File: config.mk
export PLATFORM = sky130hd
export DESIGN_NAME = axis_dw_shift
export DESIGN_NICKNAME = d
export VERILOG_FILES = /design/src/rtl/axis_dw_shift.sv
export SDC_FILE = /design/constraint.sdc
export NUM_CORES = 1
export LEC_CHECK = 0
export ABC_AREA = 0
export CAP_MARGIN = 25
export CORE_ASPECT_RATIO = 0.5
export CORE_MARGIN = 5
export CORE_UTILIZATION = 35
export CTS_BUF_LIST = sky130_fd_sc_hd__clkbuf_8 sky130_fd_sc_hd__clkbuf_16
export DETAILED_ROUTE_END_ITERATION = 10
export PLACE_DENSITY = 0.62
export SKIP_CTS_REPAIR_TIMING = 1
export SYNTH_ARGS = -nofsm -noshare
export SYNTH_HDL_FRONTEND = slang
export SYNTH_SLANG_ARGS = --single-unit
File: constraint.sdc
create_clock -name aclk -period 15.1 [get_ports aclk]
set_input_delay 3.775 -clock aclk [delete_from_list [all_inputs] [get_ports aclk]]
set_output_delay 3.775 -clock aclk [all_outputs]
set_load 0.1 [all_outputs]
File: src/rtl/axis_dw_shift.sv
// axis_dw_shift: AXI-Stream width down-converter. One wide beat of MEMBERS
// members is registered, then emitted one member per output beat in ascending
// member index, skipping members whose keep bit is clear (or emitting them
// with zeroed data when ZERO=1). The per-member user word passes through.
// Optional feature macro: AXIS_DW_SHIFT_IDX_EN adds the m_idx output port.
module axis_dw_shift #(
  parameter int ZERO         = 0,
  parameter int WORD_WIDTH   = 8,
  parameter int UNITS        = 2,
  parameter int MEMBERS      = 24,
  parameter int KW_MAX       = 11,
  parameter int SW_MAX       = 4,
  parameter int I_KW2        = 2,
  parameter int BITS_KW2     = $clog2(KW_MAX/2+1),
  parameter int I_SW_1       = I_KW2+BITS_KW2,
  parameter int BITS_SW      = $clog2(SW_MAX+1),
  parameter int TUSER_WIDTH  = 8,
  parameter int BITS_MEMBERS = $clog2(MEMBERS)
) (
  input  logic                                            aclk,
  input  logic                                            areset,
  input  logic                                            s_valid,
  output logic                                            s_ready,
  input  logic                                            s_last,
  input  logic [MEMBERS-1:0][UNITS-1:0][WORD_WIDTH-1:0]   s_data,
  input  logic [MEMBERS-1:0]                              s_keep,
  input  logic [MEMBERS-1:0][TUSER_WIDTH-1:0]             s_user,
  input  logic                                            m_ready,
  output logic                                            m_valid,
  output logic                                            m_last,
  output logic [UNITS-1:0][WORD_WIDTH-1:0]                m_data,
`ifdef AXIS_DW_SHIFT_IDX_EN
  output logic [BITS_MEMBERS-1:0]                         m_idx,
`endif
  output logic [TUSER_WIDTH-1:0]                          m_user
);

  // The user word must hold the kw/2 and sw-1 fields; the index must cover all members.
  if ((TUSER_WIDTH < I_SW_1 + BITS_SW) || ((1 << BITS_MEMBERS) < MEMBERS)) begin : g_cfg_err
    $error("axis_dw_shift: TUSER_WIDTH or BITS_MEMBERS too small");
  end

  localparam logic [MEMBERS-1:0] ONE = MEMBERS'(1);

  logic [MEMBERS-1:0]                            pend_q, pend_d;
  logic [MEMBERS-1:0]                            keep_q, keep_d;
  logic                                          last_q, last_d;
  logic [MEMBERS-1:0][UNITS-1:0][WORD_WIDTH-1:0] data_q, data_d;
  logic [MEMBERS-1:0][TUSER_WIDTH-1:0]           user_q, user_d;

  logic [MEMBERS-1:0] cur_oh;
  logic               pend_onehot;
  logic               in_fire;
  logic               out_fire;

  // Lowest pending member isolated as a one-hot vector; drives the output mux.
  assign cur_oh      = pend_q & (~pend_q + ONE);
  assign pend_onehot = (pend_q != '0) && ((pend_q & (pend_q - ONE)) == '0);

  assign m_valid  = |pend_q;
  assign m_last   = last_q & pend_onehot;
  // Accept a new beat when empty, or when the final pending member leaves this cycle.
  assign s_ready  = !areset & ((pend_q == '0) | (pend_onehot & m_ready));
  assign in_fire  = s_valid & s_ready;
  assign out_fire = m_valid & m_ready;

  // AND-OR output mux over the one-hot selection; unkept members read as zero data.
  always_comb begin
    m_data = '0;
    m_user = '0;
    for (int i = 0; i < MEMBERS; i++) begin
      if (cur_oh[i]) begin
        m_user = user_q[i];
        if ((ZERO == 0) || keep_q[i]) begin
          m_data = data_q[i];
        end
      end
    end
  end

`ifdef AXIS_DW_SHIFT_IDX_EN
  // Binary index of the currently presented member.
  always_comb begin
    m_idx = '0;
    for (int i = 0; i < MEMBERS; i++) begin
      if (cur_oh[i]) begin
        m_idx = BITS_MEMBERS'(i);
      end
    end
  end
`endif

  // Next state: retire the presented member, then a load overrides everything.
  always_comb begin
    pend_d = pend_q;
    keep_d = keep_q;
    last_d = last_q;
    data_d = data_q;
    user_d = user_q;
    if (out_fire) begin
      pend_d = pend_q & ~cur_oh;
    end
    if (in_fire) begin
      pend_d = (ZERO != 0) ? '1 : s_keep;
      keep_d = s_keep;
      last_d = s_last;
      data_d = s_data;
      user_d = s_user;
    end
  end

  // Control state: pending mask and packet-end flag, cleared by reset.
  always_ff @(posedge aclk) begin
    if (areset) begin
      pend_q <= '0;
      last_q <= 1'b0;
    end else begin
      pend_q <= pend_d;
      last_q <= last_d;
    end
  end

  // Payload registers: no reset, only meaningful while a pending bit is set.
  always_ff @(posedge aclk) begin
    keep_q <= keep_d;
    data_q <= data_d;
    user_q <= user_d;
  end

endmodule

# Yosys cells after proc, flatten, opt, wreduce, memory -nomap -nowiden
# Cells that the tools add are included.
# word_totals
elab_cells	144
output_inout_bits	27
register_bits	601
# classes
addsub	2
n_bitwise	11
reduce_logical	7
muxes	50
# ops
operator	n
$mux W16	24
$mux W8	24
$and A24 B24 Y24	3
$logic_not A24 Y1	2
$mux W24	2
$not A24 Y24	2
$add A24 B1 Y24 const B	1
$reduce_bool A24 Y1	1
$reduce_or A24 Y1	1
$sub A24 B1 Y24 const B	1
$and A1 B1 Y1	5
$reduce_bool A2 Y1	1
$logic_and A1 B1 Y1	1
$logic_not A1 Y1	1
$or A1 B1 Y1	1

# Depth between registers and ports, before layout
# Gate-level depths: netlist (run 1).
# depth
word_depth	27
ltp_mapped	11
mapped_depth_nobuf	7

# Worst setup path before layout (run 1)
# No wires, ideal clock.
# synth_path
kind	in2out
startpoint	in areset
endpoint	out s_ready
setup_slack_ps	6373
path_buffers	1
arrival_ps	4952
cell_stages	3
cell_sequence	clkinv_1 -> clkbuf_1 -> and2_1
# synth_via
elab_chain_cells	2
# synth_lines
element	line_no	text
start, declared	21	input logic areset,
$logic_not A1 Y1	63	assign s_ready = !areset & ((pend_q == '0) | (pend_onehot & m_ready));
$and A1 B1 Y1	63	
end, declared	23	output logic s_ready,
# Every way passes these cells.

# Worst setup path after layout (run 1)
# Same ends and word-level chain as after synthesis.

==> results of run 1 <==
==> cell families (layout without fill, tap and decap cells) <==
logic type / after synthesis / count (layout) / share of synthesized area [%]
AOI/OAI and AO/OA: 503 / 503 / 15.1
adders and majority gates: 1 / 1 / 0.0430
buffers and inverters: 118 / 780 / 1.98
DFF: 601 / 601 / 76.4
muxes: 24 / 24 / 1.04
other: 0 / 41 / 0
and+or+nand+nor: 240 / 240 / 5.43
==> final timing paths <==
check / slack (ns) / endpoint
worst max register to register: 9.55 / data_q[262]$_DFFE_PP_
worst min register to register: 0.58 / pend_q[1]$_SDFFE_PP0P_
worst min-delay path: 0.58 / pend_q[1]$_SDFFE_PP0P_
worst max-delay path: 4.77 / s_ready
==> metrics by stage <==
stage / setup slack (ns) / cell area, µm² / power, mW / std cells
floorplan: 6.37 / 23300 / 5.07 / 1487
global placement: 4.83 / 30700 / 6.32 / 2931
detailed placement: 4.75 / 30700 / 6.35 / 2931
CTS: 4.75 / 32400 / 7.71 / 3032
global route: 4.66 / 32500 / 7.98 / 3074
finish: 4.77 / 32500 / 7.71 / 3074
==> final cells by class <==
type / count / area (µm²)
fillers: 5623 / 33000
inverters: 6 / 22.5
multi-input cells: 768 / 5090
repair buffers: 673 / 6680
well taps: 884 / 1110
flip-flops and latches: 601 / 17800
clock inverters: 46 / 328
diodes: 41 / 103
clock buffers: 55 / 1380
==> critical path: cells and delay by family <==
| kind | cells | cell delay [ns] |
|---|---|---|
| AND/OR/NAND/NOR | 1 | 0.37 |
| buffers and inverters | 3 | 2.40 |
==> registers in the layout (all words and copies together), names as in the netlist <==
register	count
user_q	192
data_q	384
last_q	1
pend_q	24
==> per-layer routing <==
| layer | vias up | part of all wire, % | track usage (%) |
|---|---|---|---|
| li1 | 7400 | - | - |
| met1 | 8680 | 36 | 29.1 |
| met2 | 928 | 53 | 43.3 |
| met3 | 172 | 6.9 | 3.80 |
| met4 | 0 | 4.0 | 9.46 |
| met5 | - | 0 | 0 |
==> power groups by stage <==
stage          logic (mW)  clock network (mW)  registers [mW]
3_3_place_gp         3.47                   0            2.85
5_1_grt              3.64                1.45            2.89
3_5_place_dp         3.49                   0            2.86
6_report             3.51                1.36            2.85
4_1_cts              3.50                1.38            2.84
2_1_floorplan        2.28                   0            2.79
==> cells in the final DEF, fill, tap and decap left out, drive strengths merged, types with 8 or more instances in the layout <==
| cell | instances |
|---|---|
| inv | 19 |
| and3 | 9 |
| nor3 | 21 |
| a22oi | 46 |
| o21ai | 76 |
| a32o | 13 |
| diode | 41 |
| a211oi | 27 |
| nand3 | 13 |
| nand2 | 87 |
| edfxtp | 576 |
| clkbuf | 55 |
| dfxtp | 25 |
| buf | 42 |
| nor4 | 8 |
| o22ai | 27 |
| mux2i | 23 |
| or2 | 24 |
| a31oi | 45 |
| a2bb2oi | 23 |
| a21oi | 100 |
| a221oi | 49 |
| a222oi | 23 |
| o22a | 22 |
| clkdlybuf4s50 | 631 |
| nor2 | 35 |
| a32oi | 25 |
| clkinv | 27 |
==> results.cfg, run 1 <==
[clocking]
cts-htree-levels = 2
cts_buffer_depth = 3
clkTransAtPathRegs_ns = 0.07
cts_made_buffers = 55
cts_sinks = 601
cts_tree = done
clkLatencyLatePin_ns = 0.62
clockRootBuffer = clkbuf_16

[worst_setup_path]
critPathRequiredTime_ns = 11.32
worstSetupStartpointType = input pin
regToRegStartpoint = pend_q[0]$_SDFFE_PP0P_
path_class = input pin to primary output
max_stage_delay_ns = 0.98
startpoint = areset
endpoint_kind = primary output
reg2reg_depth = 10
crit_chain = clkdlybuf4s50_1 > clkinv_1 > and2_1 > clkdlybuf4s50_1
crit_path_top_delay_cell = clkdlybuf4s50_1
critical_path.most_common_cell = clkdlybuf4s50_1
cp_max_fo = 18
worstPathArrival_ns = 6.55

[detailed_routing]
post_drt_via_cell_ratio = 5.59
firstDrtPassIters = 7
ant_nets = 0
vias = 17200
drt_wl_total_um = 91800
wl_per_cell_um = 29.8
drtIter0Drc = 2161
drc_errors = 0

[run]
maxCapViolCount = 0

[timing]
period_minus_slack_ns = 10.33
worst_pin_slew_ns = 1.21
slew_headroom_pct = 19.5
rsz0062_at_grt = no
timing.fmax_ghz = 0.0968
skew_ns = 0.0275
maxSlewViolCount = 0
tns_ns = 0
hold_slack_ns = 0.576
final_hold_viol_count = 0
final-setup-viol-count = 0
fin_crit_sh_pct = 68.4

[power]
p_leak_nw = 10.6
ir_drop_mv = 0.215
power.switching_mw = 3.50
switching_share_pct = 45.3
intPower_mw = 4.22
power_density_nw_per_um2 = 237
power_frac_clock_pct = 17.6
pwr-share-comb_pct = 45.5
pwr-share-seq_pct = 36.9

[logic_synthesis]
yosysTopAreaCell = edfxtp_1
ys_ff_latch = 601
synth_common_cells = 576 x edfxtp_1, 104 x clkbuf_1, 100 x a21oi_1
synth_top_cell_area_share_pct = 74.2
synth_ff_type = edfxtp_1
synthCells = 1487
synth.most_common_cell = edfxtp_1
synth_seq_area_share_pct = 76.4
syn_avg_cell_area_um2 = 15.7
async_reset_ff_share_pct = 0
synthTopCellsByArea = edfxtp_1 74%, a21oi_1 2.1%, dfxtp_1 2.1%, a221oi_1 1.8%, clkbuf_1 1.7%
syn_area_um2 = 23300
synth-edff-count = 576
synth_cell_types = 65
yosysWarnings = 0
synth_nets = 2092

[floorplan]
io_pins = 632
coreArea_um2 = 65500
rows = 66
initial_core_util_pct = 35.6
die_w_um = 375
die_h_um = 192
die_area_um2 = 72200

[grt]
gr-usage-all-layers_pct = 24.0
antenna_found_initial = 41
grt_pass1_wl_um = 122000
grt_pass1_vias = 16600
gr-total-overflow = 0
grt_max_degree = 184

[placed_design]
routabilityCongestion = 0.952
dp_hpwl_um = 66400
port_buffers = 631

[min_path]
hp-start = pend_q[1]$_SDFFE_PP0P_
min_delay_path_depth = 2
hold_class = flop to flop

[finish]
final_util_pct = 49.6
nets = 2710
syn_to_final_growth_pct = 39.5
drive_above_1_share_pct = 7.77

[run_status]
status = completed
Note: power is estimated with default switching activity, not from simulation.
==> run 2: changes to the inputs <==
==> constraint.sdc (replaced) <==
create_clock -name aclk -period 9.9 [get_ports aclk]
set_input_delay 2.475 -clock aclk [delete_from_list [all_inputs] [get_ports aclk]]
set_output_delay 2.475 -clock aclk [all_outputs]
set_load 0.1 [all_outputs]
==> results.cfg, run 2 (same netlist as run 1, synthesis figures left out) <==
[run_status]
status = completed

[finish]
nets = 2707
drive_above_1_share_pct = 8.34
final_common_cell = clkdlybuf4s50_1
syn_to_final_growth_pct = 39.7
reg_top3 = data_q x384, user_q x192, pend_q x24
seqCellArea_um2 = 17800
multiInputGateArea_um2 = 5100
fin_area_um2 = 32600
final_util_pct = 49.7
top_register = data_q
final_cell_mix = 621 x clkdlybuf4s50_1, 576 x edfxtp_1, 100 x a21oi_1
largest_reg_flops = 384
n_fill_cell = 5561

[worst_setup_path]
cp_max_fo = 34
critPathRequiredTime_ns = 7.43
worstSetupStartpointType = flop
path_class = flop to primary output
endpoint_kind = primary output
worstPathArrival_ns = 5.86

[power]
power_frac_clock_pct = 18.6
ir_drop_mv = 0.311
p_leak_nw = 10.6
power.switching_mw = 5.33
pwr-share-comb_pct = 44.5
power_density_nw_per_um2 = 364
intPower_mw = 6.52
pwr-share-seq_pct = 36.8
switching_share_pct = 45.0
p_total_mw = 11.8

[clocking]
clkTransAtPathRegs_ns = 0.07
cts_sinks = 601
clockRootBuffer = clkbuf_16
cts_tree = done
cts_made_buffers = 55
cts-htree-levels = 2
clkLatencyLatePin_ns = 0.63
cts_buffer_depth = 3

[floorplan]
die_area_um2 = 72200
initial_core_util_pct = 35.6
die_h_um = 192
io_pins = 632
die_w_um = 375
coreArea_um2 = 65500
rows = 66

[timing]
tns_ns = 0
rsz0062_at_grt = no
timing.fmax_ghz = 0.120
slew_headroom_pct = 17.0
final_hold_viol_count = 0
maxSlewViolCount = 0
skew_ns = 0.0333
final-setup-viol-count = 0
period_minus_slack_ns = 8.34
hold_slack_ns = 0.566
worst_pin_slew_ns = 1.24
fin_crit_sh_pct = 84.2

[detailed_routing]
vias = 17000
post_drt_via_cell_ratio = 5.54
drc_errors = 0
drt_wl_total_um = 93600
firstDrtPassIters = 7
ant_nets = 0
wl_per_cell_um = 30.6
drtIter0Drc = 1966

[grt]
grt_pass1_wl_um = 125000
antenna_found_initial = 36
gr-total-overflow = 0
gr-usage-all-layers_pct = 24.7
grt_max_degree = 188
grt_pass1_vias = 16400

[run]
maxCapViolCount = 0

[placed_design]
dp_hpwl_um = 69600
port_buffers = 631
routabilityCongestion = 0.914
detailed_place.area_um2 = 30600

[min_path]
hold_class = flop to flop
## run 2: changes by cell type in the layout (fill, tap and decap cells not counted), moves of 4 or more
cell             before  now
buf_4                39   46
clkdlybuf4s50_1     631  621
bufinv_16             3    7
diode_2              41   30
## run 2: cell type report
cell class	count	area share (%)
Antenna cell	30	0.231
Clock buffer	57	4.38
Clock inverter	43	1.25
Inverter	6	0.0692
Multi-Input combinational cell	768	15.7
Sequential cell	601	54.7
Tap cell	884	3.40
Timing Repair Buffer	670	20.3
## run 2: worst paths after layout
kind                                               from  cells past startpoint  slack, ns                      end
worst max-delay path             pend_q[6]$_SDFFE_PP0P_                     10       1.56               m_data[10]
worst min-delay path            pend_q[19]$_SDFFE_PP0P_                      2       0.57  pend_q[19]$_SDFFE_PP0P_
worst max register to register   pend_q[1]$_SDFFE_PP0P_                      9       4.57    data_q[375]$_DFFE_PP_
worst min register to register  pend_q[19]$_SDFFE_PP0P_                      2       0.57  pend_q[19]$_SDFFE_PP0P_
## run 2: per-layer routing
layer / vias to the layer above / global-route usage [%] / part of all wire (%)
met5: - / 0 / 0.029
met3: 138 / 3.95 / 6.7
met2: 793 / 44.1 / 53
li1: 7385 / - / -
met1: 8640 / 30.7 / 37
met4: 4 / 8.86 / 3.2
## run 2: worst max-delay path, cell delays in order, from the launching register on
cell and delay [ns]:
dfxtp_1 0.30, buf_4 0.27, or4_1 1.03, nor4_1 0.88, and2_0 0.66, buf_4 0.31
a222oi_1 0.12, nand2_1 0.10, a211oi_1 0.05, a21oi_1 0.32, clkdlybuf4s50_1 1.20
## run 2: per-stage QoR
stage	worst slack, ns	std cells
2_1_floorplan	3.14	1487
3_3_place_gp	2.27	2928
3_5_place_dp	2.21	2929
4_1_cts	1.59	3029
5_1_grt	1.44	3057
6_report	1.56	3059
## run 2: power by group through the flow
stage / sequential, mW / combinational (mW) / clock (mW)
after floorplan: 4.25 / 3.48 / 0
after global placement: 4.38 / 5.22 / 0
after detailed placement: 4.38 / 5.25 / 0
after CTS: 4.34 / 5.27 / 2.25
after global routing: 4.42 / 5.48 / 2.35
final: 4.36 / 5.28 / 2.21
